## src/rtl/div_unit.sv

```systemverilog
// rtl/div_unit.sv - iterative restoring divider feeding the HI/LO registers
//
// Computes one quotient bit per cycle on operand magnitudes, then applies the
// sign fix-up. Divide-by-zero skips the iteration and returns all-ones / dividend.
//
// Ports:
//   clk         system clock, rising edge
//   rst         asynchronous active-high reset
//   start_i     divide request, held by execute stage while busy_o is high
//   signed_i    1 = DIV (two's complement), 0 = DIVU; sampled with start_i
//   cancel_i    abort (pipeline flush); wins over start_i in every state
//   a_i, b_i    dividend / divisor; sampled with start_i
//   busy_o      stall request, combinational from start_i in the request cycle
//   valid_o     one-cycle result strobe (HI/LO write enable)
//   quotient_o  registered quotient (LO)
//   remainder_o registered remainder (HI)
module div_unit #(
  parameter int WIDTH = 32
) (
  input  logic             clk,
  input  logic             rst,
  input  logic             start_i,
  input  logic             signed_i,
  input  logic             cancel_i,
  input  logic [WIDTH-1:0] a_i,
  input  logic [WIDTH-1:0] b_i,
  output logic             busy_o,
  output logic             valid_o,
  output logic [WIDTH-1:0] quotient_o,
  output logic [WIDTH-1:0] remainder_o
);

  localparam int CNT_W = $clog2(WIDTH) + 1;

  typedef enum logic [1:0] {IDLE, CALC, FIX, DONE} stateT;

  stateT state, nextState;

  logic [CNT_W-1:0] count;
  logic [WIDTH-1:0] dvdReg;   // dividend magnitude, shifted out; quotient bits shift in
  logic [WIDTH-1:0] dvsReg;   // divisor magnitude
  logic [WIDTH-1:0] remReg;   // partial remainder
  logic             negQ;
  logic             negR;

  logic [WIDTH-1:0] absA;
  logic [WIDTH-1:0] absB;
  logic [WIDTH:0]   shifted;
  logic [WIDTH:0]   trial;

  assign absA = (signed_i && a_i[WIDTH-1]) ? -a_i : a_i;
  assign absB = (signed_i && b_i[WIDTH-1]) ? -b_i : b_i;

  // remReg < dvsReg always holds, so shifted < 2*dvsReg and a successful
  // subtraction never sets bit WIDTH; that bit is therefore a clean borrow flag.
  assign shifted = {remReg, dvdReg[WIDTH-1]};
  assign trial   = shifted - {1'b0, dvsReg};

  // State register
  always_ff @(posedge clk or posedge rst) begin
    if (rst) begin
      state <= IDLE;
    end else begin
      state <= nextState;
    end
  end

  // Next-state logic
  always_comb begin
    nextState = state;
    if (cancel_i) begin
      nextState = IDLE;
    end else begin
      case (state)
        IDLE:    if (start_i) nextState = (b_i == '0) ? DONE : CALC;
        CALC:    if (count == CNT_W'(1)) nextState = FIX;
        FIX:     nextState = DONE;
        DONE:    nextState = IDLE;
        default: nextState = IDLE;
      endcase
    end
  end

  // Outputs decoded from state; busy_o also reacts to the request itself
  always_comb begin
    busy_o  = 1'b0;
    valid_o = 1'b0;
    if (!rst) begin
      busy_o  = ((state == IDLE) && start_i && !cancel_i) || (state == CALC) || (state == FIX);
      valid_o = (state == DONE) && !cancel_i;
    end
  end

  // Datapath; a cancel freezes everything so nothing is committed
  always_ff @(posedge clk or posedge rst) begin
    if (rst) begin
      count       <= '0;
      dvdReg      <= '0;
      dvsReg      <= '0;
      remReg      <= '0;
      negQ        <= 1'b0;
      negR        <= 1'b0;
      quotient_o  <= '0;
      remainder_o <= '0;
    end else if (!cancel_i) begin
      case (state)
        IDLE: begin
          if (start_i) begin
            if (b_i != '0) begin
              dvdReg <= absA;
              dvsReg <= absB;
              remReg <= '0;
              count  <= CNT_W'(WIDTH);
              negQ   <= signed_i && (a_i[WIDTH-1] ^ b_i[WIDTH-1]);
              negR   <= signed_i && a_i[WIDTH-1];
            end else begin
              quotient_o  <= '1;
              remainder_o <= a_i;
            end
          end
        end
        CALC: begin
          remReg <= trial[WIDTH] ? shifted[WIDTH-1:0] : trial[WIDTH-1:0];
          dvdReg <= {dvdReg[WIDTH-2:0], ~trial[WIDTH]};
          count  <= count - CNT_W'(1);
        end
        FIX: begin
          quotient_o  <= negQ ? -dvdReg : dvdReg;
          remainder_o <= negR ? -remReg : remReg;
        end
        default: ;
      endcase
    end
  end

endmodule

```

## config.mk

```make
export PLATFORM = sky130hd
export DESIGN_NAME = div_unit
export DESIGN_NICKNAME = d
export VERILOG_FILES = /design/src/rtl/div_unit.sv
export SDC_FILE = /design/constraint.sdc
export NUM_CORES = 1
export LEC_CHECK = 0
export ABC_AREA = 0
export CORE_ASPECT_RATIO = 0.75
export CORE_MARGIN = 3
export CORE_UTILIZATION = 35
export DETAILED_ROUTE_END_ITERATION = 10
export PLACE_DENSITY_LB_ADDON = 0.08
export SKIP_CTS_REPAIR_TIMING = 1
export SLEW_MARGIN = 20
export SYNTH_ARGS = -nofsm -noshare
export SYNTH_HDL_FRONTEND = slang
export SYNTH_SLANG_ARGS = --single-unit
```

## constraint.sdc

```tcl
create_clock -name clk -period 15.7 [get_ports clk]
set_input_delay 3.925 -clock clk [delete_from_list [all_inputs] [get_ports clk]]
set_output_delay 3.925 -clock clk [all_outputs]
set_load 0.05 [all_outputs]
```

==> impl_results.rst, run 1 <==
.. list-table::
   :header-rows: 1

   * - Metric
     - Value
   * - Instance count of the mapped netlist
     - 1378
   * - Synthesis Warnings
     - 0
   * - Post-route DRC
     - 0
   * - Ratio of cells with drive above 1 in the final layout
     - 5.13%
   * - Total power per unit cell area
     - 174 nW/um^2
   * - Clock tree from TritonCTS
     - done
   * - Antenna Violating Nets Remaining
     - 0
   * - Row Count
     - 57
   * - Average footprint of a synthesized cell
     - 8.42 um^2
   * - Crit path arrival time
     - 5.81 ns
   * - Die Outline Area
     - 35400 um^2
   * - Die Span X
     - 216 um
   * - Initial cell density of the core
     - 35.7%
   * - Max H-tree Level
     - 4
   * - Crit end category
     - output pin
   * - Antenna diode count
     - 0
   * - Die height
     - 164 um
   * - CP delay by family, top
     - buffers and inverters
   * - First-pass DRT Iterations
     - 6
   * - Pre-CTS setup slack
     - 5.95 ns
   * - Count of flip-flops with a built-in enable after synthesis
     - 0
   * - Predominant post-synthesis flop cell
     - sky130_fd_sc_hd__dfrtp_1
   * - Yosys cell types
     - 66
   * - Static leakage
     - 5.85 nW
   * - Number of antenna violations at the first check in global routing
     - 0
   * - Count of final setup violators
     - 0
   * - Average routed wire per standard cell
     - 18.3 um
   * - Setup repair after global routing missed its margin
     - no
   * - Via density
     - 5.42
   * - Starting DRC count in detailed routing
     - 785
   * - Clock buffer depth
     - 2
   * - Total routing usage reported by global routing
     - 19.8%
   * - GR Overflow Total
     - 0
   * - Area share of the largest cell type after synthesis
     - 36.7%
   * - Post-layout worst setup margin
     - 5.96 ns
   * - Via total after detailed routing
     - 10400
   * - Proportion of register bits with asynchronous set or reset after synthesis
     - 100%
   * - Largest incremental delay on the critical path
     - 0.83 ns
   * - Vias in the first global route
     - 9901
   * - Time the final worst path needs with I/O delays and setup
     - 9.74 ns
   * - Layout area overhead
     - 19.7%
   * - Highest-delay cell along the critical path
     - sky130_fd_sc_hd__clkdlybuf4s50_1
   * - Number of CTS-inserted buffers
     - 17
   * - Critical path class
     - in2out
   * - Insertion delay to the later sink of the worst-skew pair
     - 0.44 ns
   * - Hold crit path type
     - reg2reg
   * - Outcome
     - finished clean
   * - Biggest area consumer among synthesized cells
     - sky130_fd_sc_hd__dfrtp_1
   * - Number of placed I/O pins
     - 135
   * - Post-layout net count
     - 1581
   * - Root buf cell
     - sky130_fd_sc_hd__clkbuf_16
   * - Most Frequent Cell on Critical Path
     - sky130_fd_sc_hd__clkdlybuf4s50_1
   * - Total standard cell area after synthesis
     - 11600 um^2
   * - Number of buffers and inverters on the critical path
     - 2
   * - Clk sink count
     - 170
   * - Synth Net Count
     - 1490
   * - Placer congestion estimate
     - 0.832
   * - Wire length after detailed routing
     - 35300 um
   * - Total negative setup slack
     - 0 ns
   * - Fin Clk Skew
     - 0.0107 ns
   * - Slew of the pin with the lowest slew margin
     - 1.02 ns
   * - Post-Route Hold Slack
     - 0.478 ns
   * - Required time at the worst-slack endpoint
     - 11.77 ns
   * - Post-route core utilization
     - 42.7%
   * - IR drop worst, VDD
     - 0.000121 V
   * - Crit path launch type
     - primary input
   * - Sequential cell area fraction in the yosys report
     - 36.7%
   * - Count of pins over their slew limit
     - 0
   * - Post-placement cell area
     - 13300 um^2
   * - Maximum clock rate
     - 103 MHz
   * - Clock-pin slew on the worst setup and hold paths
     - 0.07 ns
   * - Post-route cell area
     - 13900 um^2
   * - Tightest slew margin relative to the limit
     - 31.8%
   * - Endpoints failing hold
     - 0
   * - Dominant cells by area after synthesis
     - sky130_fd_sc_hd__dfrtp_1, sky130_fd_sc_hd__xor2_1, sky130_fd_sc_hd__o21ai_0
   * - Port bufs
     - 134
   * - Max FO, Critical Path
     - 8
   * - Area of the core
     - 32500 um^2
   * - MaxCap Viol Count
     - 0
   * - Global-route wire length before repair
     - 56000 um
   * - Dpl hpwl
     - 25500 um
   * - Share of the cycle needed by the critical path after routing
     - 62.0%
   * - Cells traversed along the worst timing path
     - clkdlybuf4s50_1 > nand3b_1 > a21oi_1 > clkdlybuf4s50_1
   * - Maximum number of pins on one net before global-route repair
     - 95
   * - Seq cells post-synth
     - 170
cell usage after synthesis, types with 7 or more instances:
library cell / count
sky130_fd_sc_hd__or4_1: 12
sky130_fd_sc_hd__nand2_1: 167
sky130_fd_sc_hd__nand2b_1: 12
sky130_fd_sc_hd__a21oi_1: 107
sky130_fd_sc_hd__nor2_1: 109
sky130_fd_sc_hd__and2_1: 7
sky130_fd_sc_hd__o21ai_0: 130
sky130_fd_sc_hd__nand4_1: 30
sky130_fd_sc_hd__a22oi_1: 23
sky130_fd_sc_hd__or3_1: 13
sky130_fd_sc_hd__inv_1: 57
sky130_fd_sc_hd__xor2_1: 91
sky130_fd_sc_hd__a211oi_1: 7
sky130_fd_sc_hd__ha_1: 42
sky130_fd_sc_hd__nor4_1: 11
sky130_fd_sc_hd__nor3_1: 21
sky130_fd_sc_hd__clkbuf_1: 45
sky130_fd_sc_hd__a21o_1: 30
sky130_fd_sc_hd__mux2i_1: 20
sky130_fd_sc_hd__o41ai_1: 11
sky130_fd_sc_hd__o31ai_1: 37
sky130_fd_sc_hd__dfrtp_1: 170
sky130_fd_sc_hd__a31oi_1: 11
sky130_fd_sc_hd__nand3_1: 28
sky130_fd_sc_hd__buf_2: 19
sky130_fd_sc_hd__o311ai_0: 7
sky130_fd_sc_hd__o211ai_1: 19
sky130_fd_sc_hd__xnor2_1: 61
flip-flops by register name, summed over array words and instances, names as in the netlist:
register,flops
remReg,32
negR,1
quotient_o,32
dvdReg,32
count,6
remainder_o,32
dvsReg,32
state,2
negQ,1
kinds of logic (layout without fill, tap and decap cells):
group                      after synthesis  after routing  synth area share, %
AOI/OAI and AO/OA                      413            413                 22.2
xor gates and xnor gates               153            153                 11.6
adders and majority gates               43             43                 4.70
buffers and inverters                  131            235                 4.65
DFF                                    170            170                 36.7
muxes                                   23             23                 2.02
and+or+nand+nor                        445            445                 18.2
worst paths after layout:
kind                                             from                          end  slack [ns]  cells past startpoint
max in group asynchronous                         rst       dvdReg[19]$_DFFE_PP0P_       10.29                      3
min reg2reg                remainder_o[7]$_DFFE_PP0P_   remainder_o[7]$_DFFE_PP0P_        0.48                      2
min in group asynchronous                         rst  remainder_o[27]$_DFFE_PP0P_        4.09                      2
max                                          cancel_i                       busy_o        5.96                      4
max reg2reg                    dvdReg[31]$_DFFE_PP0P_        remReg[8]$_DFFE_PP0P_       12.22                     12
min                        remainder_o[7]$_DFFE_PP0P_   remainder_o[7]$_DFFE_PP0P_        0.48                      2
layout make-up:
type / instances / area, um^2
fill: 3337 / 18600
multi-input combinational: 1077 / 6850
sequential: 170 / 4250
timing repair buffer: 146 / 1440
tap: 442 / 553
clock buffer: 18 / 439
inverter: 57 / 219
clock inverter: 14 / 139
metrics by stage:
step                instances  power, W
global route             1924   0.00260
detailed placement       1892   0.00200
global placement         1892   0.00199
CTS                      1924   0.00244
finish                   1924   0.00242
floorplan                1378   0.00161
worst reg2reg max path, stage by stage (launching register included):
cell                       delay [ns]
sky130_fd_sc_hd__dfrtp_1         0.37
sky130_fd_sc_hd__inv_1           0.16
sky130_fd_sc_hd__ha_1            0.27
sky130_fd_sc_hd__fa_1            0.42
sky130_fd_sc_hd__nand2b_1        0.19
sky130_fd_sc_hd__a21oi_1         0.30
sky130_fd_sc_hd__o211a_2         0.32
sky130_fd_sc_hd__o31ai_2         0.14
sky130_fd_sc_hd__o31ai_4         0.30
sky130_fd_sc_hd__xor2_2          0.15
sky130_fd_sc_hd__buf_4           0.36
sky130_fd_sc_hd__mux2i_1         0.27
sky130_fd_sc_hd__o31ai_1         0.08
layout by cell type, fill, tap and decap left out, types with 21 or more instances in the layout:
| cell | Yosys | routed |
|---|---|---|
| sky130_fd_sc_hd__ha_1 | 42 | 41 |
| sky130_fd_sc_hd__nor3_1 | 21 | 21 |
| sky130_fd_sc_hd__a22oi_1 | 23 | 23 |
| sky130_fd_sc_hd__nor2_1 | 109 | 107 |
| sky130_fd_sc_hd__a21oi_1 | 107 | 106 |
| sky130_fd_sc_hd__o31ai_1 | 37 | 37 |
| sky130_fd_sc_hd__nand3_1 | 28 | 28 |
| sky130_fd_sc_hd__a21o_1 | 30 | 29 |
| sky130_fd_sc_hd__inv_1 | 57 | 56 |
| sky130_fd_sc_hd__clkdlybuf4s50_1 | 0 | 134 |
| sky130_fd_sc_hd__o21ai_0 | 130 | 130 |
| sky130_fd_sc_hd__xnor2_1 | 61 | 61 |
| sky130_fd_sc_hd__xor2_1 | 91 | 90 |
| sky130_fd_sc_hd__nand2_1 | 167 | 167 |
| sky130_fd_sc_hd__nand4_1 | 30 | 30 |
| sky130_fd_sc_hd__dfrtp_1 | 170 | 170 |
report_power, final:
group          internal, W  total, W  switching, W
clock network     0.000227  0.000431      0.000204
registers         0.000607  0.000769      0.000162
logic             0.000436   0.00122      0.000785
total              0.00127   0.00242       0.00115
metal layers:
layer | routed length, um | global-route usage [%] | share of wire (%) | up-vias
li1 | - | - | - | 5078
met1 | 18400 | 31.0 | 52 | 5068
met2 | 14600 | 28.8 | 41 | 261
met3 | 1950 | 3.37 | 5.5 | 17
met4 | 265 | 3.40 | 0.75 | 0
met5 | 0 | 0 | 0 | -
Power figures use the tool's default switching activity.
==> run 2: changes to the inputs <==
==> constraint.sdc (replaced) <==
create_clock -name clk -period 9.2 [get_ports clk]
set_input_delay 2.3 -clock clk [delete_from_list [all_inputs] [get_ports clk]]
set_output_delay 2.3 -clock clk [all_outputs]
set_load 0.05 [all_outputs]
==> impl_results.rst, run 2 (synthesis results as in run 1) <==
.. list-table::
   :header-rows: 1

   * - Metric
     - Value
   * - Count of pins over their slew limit
     - 0 (unchanged)
   * - Crit end category
     - output pin
   * - Max H-tree Level
     - 4 (unchanged)
   * - Launching element of the worst setup path
     - cancel_i
   * - Commonest cells after routing, fill and taps aside
     - sky130_fd_sc_hd__dfrtp_1, sky130_fd_sc_hd__nand2_1, sky130_fd_sc_hd__clkdlybuf4s50_1
   * - Via density
     - 5.42 (+0.11%)
   * - Via total after detailed routing
     - 10400 (+0.16%)
   * - Die Outline Area
     - 35400 um^2 (unchanged)
   * - Placer congestion estimate
     - 0.821 (-1.2%)
   * - Static leakage
     - 5.85 nW (about the same)
   * - Post-route DRC
     - 0 (unchanged)
   * - Worst flop-to-flop path startpoint
     - dvdReg[31]$_DFFE_PP0P_
   * - Pre-CTS setup slack
     - 2.43 ns (-3.52 ns)
   * - Average routed wire per standard cell
     - 18.3 um (-0.44%)
   * - Fin Clk Skew
     - 0.00932 ns (-0.00138 ns)
   * - Area of the core
     - 32500 um^2 (unchanged)
   * - Number of CTS-inserted buffers
     - 17 (unchanged)
   * - Maximum number of pins on one net before global-route repair
     - 70 (-26%)
   * - Number of placed instances with taps included
     - 1892 (unchanged)
   * - Number of placed I/O pins
     - 135 (unchanged)
   * - Total routing usage reported by global routing
     - 19.9% (+0.085 points)
   * - Clock-pin slew on the worst setup and hold paths
     - 0.07 ns (about the same)
   * - Slew of the pin with the lowest slew margin
     - 1.06 ns (+0.0412 ns)
   * - Vias in the first global route
     - 9840 (-0.62%)
   * - Number of antenna violations at the first check in global routing
     - 0 (unchanged)
   * - Row Count
     - 57 (unchanged)
   * - Die Span X
     - 216 um (unchanged)
   * - Required time at the worst-slack endpoint
     - 6.90 ns (-4.87 ns)
   * - Initial cell density of the core
     - 35.7% (unchanged)
   * - Post-layout worst setup margin
     - 2.60 ns (-3.36 ns)
   * - Maximum clock rate
     - 151 MHz
   * - Crit path launch type
     - primary input
   * - Ratio of cells with drive above 1 in the final layout
     - 5.13% (unchanged)
   * - Post-layout net count
     - 1581 (unchanged)
   * - Antenna Violating Nets Remaining
     - 0 (unchanged)
   * - Outcome
     - finished clean
   * - Count of final setup violators
     - 0 (unchanged)
   * - Port bufs
     - 134 (unchanged)
   * - Total negative setup slack
     - 0 ns (unchanged)
   * - Post-route cell area
     - 13900 um^2 (about the same)
   * - Share of the cycle needed by the critical path after routing
     - 71.8%
   * - Leading cell type in the layout, fill and taps excluded
     - sky130_fd_sc_hd__dfrtp_1
   * - Root buf cell
     - sky130_fd_sc_hd__clkbuf_16
   * - Time the final worst path needs with I/O delays and setup
     - 6.60 ns
   * - Startpoint of the tightest hold check path
     - remainder_o[7]$_DFFE_PP0P_
   * - Dpl hpwl
     - 25900 um (+1.4%)
   * - Power after layout
     - 0.00415 W (+71%)
   * - Layout area overhead
     - 19.8% (about the same)
   * - Die height
     - 164 um (unchanged)
   * - Clock buffer depth
     - 2 (unchanged)
   * - Clk sink count
     - 170 (unchanged)
   * - Endpoints failing hold
     - 0 (unchanged)
   * - Starting DRC count in detailed routing
     - 718 (-8.5%)
   * - First-pass DRT Iterations
     - 5 (-1)
   * - Post-Layout Cell Count
     - 1925 (+0.052%)
   * - Insertion delay to the later sink of the worst-skew pair
     - 0.45 ns (about the same)
   * - Hold crit path type
     - reg2reg
   * - Global-route wire length before repair
     - 56000 um (about the same)
   * - GR Overflow Total
     - 0 (unchanged)
   * - MaxCap Viol Count
     - 0 (unchanged)
   * - Fillers
     - 3309 (-0.84%)
   * - Wire length after detailed routing
     - 35200 um (-0.39%)
   * - Total area of sequential cells
     - 4250 um^2 (unchanged)
   * - Multi-input gate area in the final layout
     - 6850 um^2 (unchanged)
   * - Tightest slew margin relative to the limit
     - 28.9% (-2.9 points)
   * - Max FO, Critical Path
     - 8 (unchanged)
   * - Post-placement cell area
     - 13300 um^2 (unchanged)
   * - Crit path arrival time
     - 4.30 ns (-1.51 ns)
   * - Setup repair after global routing missed its margin
     - no
   * - Total power per unit cell area
     - 298 nW/um^2 (+71%)
   * - Clock tree from TritonCTS
     - done
   * - Critical path class
     - in2out
   * - IR drop worst, VDD
     - 0.000183 V (+51%)
## run 2: cell count changes in the layout (fill, tap and decap cells not counted)
| cell | delta |
|---|---|
| sky130_fd_sc_hd__clkinv_2 | -1 |
| sky130_fd_sc_hd__bufinv_16 | +1 |
| sky130_fd_sc_hd__diode_2 | +1 |
| sky130_fd_sc_hd__clkinv_4 | -1 |
| sky130_fd_sc_hd__clkinvlp_4 | +1 |
| sky130_fd_sc_hd__buf_6 | -1 |
| sky130_fd_sc_hd__clkbuf_8 | -1 |
| sky130_fd_sc_hd__inv_6 | +3 |
| sky130_fd_sc_hd__buf_4 | +1 |
| sky130_fd_sc_hd__inv_8 | -2 |
## run 2: final cells by class
type	instances	area share, %
well taps	442	3.98
clock buffers	17	3.06
repair buffers	146	10.3
diodes	1	0.0180
clock inverters	15	1.20
flip-flops and latches	170	30.6
multi-input cells	1077	49.3
inverters	57	1.58
## run 2: metrics by stage
| stage | util, % | hold slack (ns) |
|---|---|---|
| final | 42.7 | 0.471 |
| after global routing | 42.7 | 0.503 |
| after CTS | 42.7 | 0.475 |
| after detailed placement | 40.9 | 0.459 |
| after global placement | 40.9 | 0.452 |
| after floorplan | - | 0.464 |
## run 2: critical path: stages
cell	delay, ns
sky130_fd_sc_hd__clkdlybuf4s50_1	0.58
sky130_fd_sc_hd__nand3b_1	0.38
sky130_fd_sc_hd__a21oi_1	0.21
sky130_fd_sc_hd__clkdlybuf4s50_1	0.83
## run 2: report_power, final
part	internal (W)	total, W	switching (W)	leakage, nW
registers	0.00104	0.00132	0.000282	2.13
logic	0.000745	0.00208	0.00133	3.44
clock network	0.000406	0.000750	0.000344	0.282
## run 2: path summary, 6_finish.rpt
kind / end / slack (ns) / cells past startpoint
setup / recovery: busy_o / 2.60 / 4
hold / removal: remainder_o[7]$_DFFE_PP0P_ / 0.47 / 2
setup reg to reg: remReg[9]$_DFFE_PP0P_ / 5.58 / 12
hold reg to reg: remainder_o[7]$_DFFE_PP0P_ / 0.47 / 2
max in group asynchronous: dvsReg[3]$_DFFE_PP0P_ / 5.56 / 3
min in group asynchronous: remainder_o[31]$_DFFE_PP0P_ / 2.36 / 2
## run 2: layer usage
layer | routed length (um) | up-vias | global-route usage, %
li1 | - | 5088 | -
met1 | 18600 | 5053 | 31.3
met2 | 14500 | 281 | 28.5
met3 | 1750 | 19 | 3.42
met4 | 260 | 0 | 3.67
met5 | 0 | - | 0
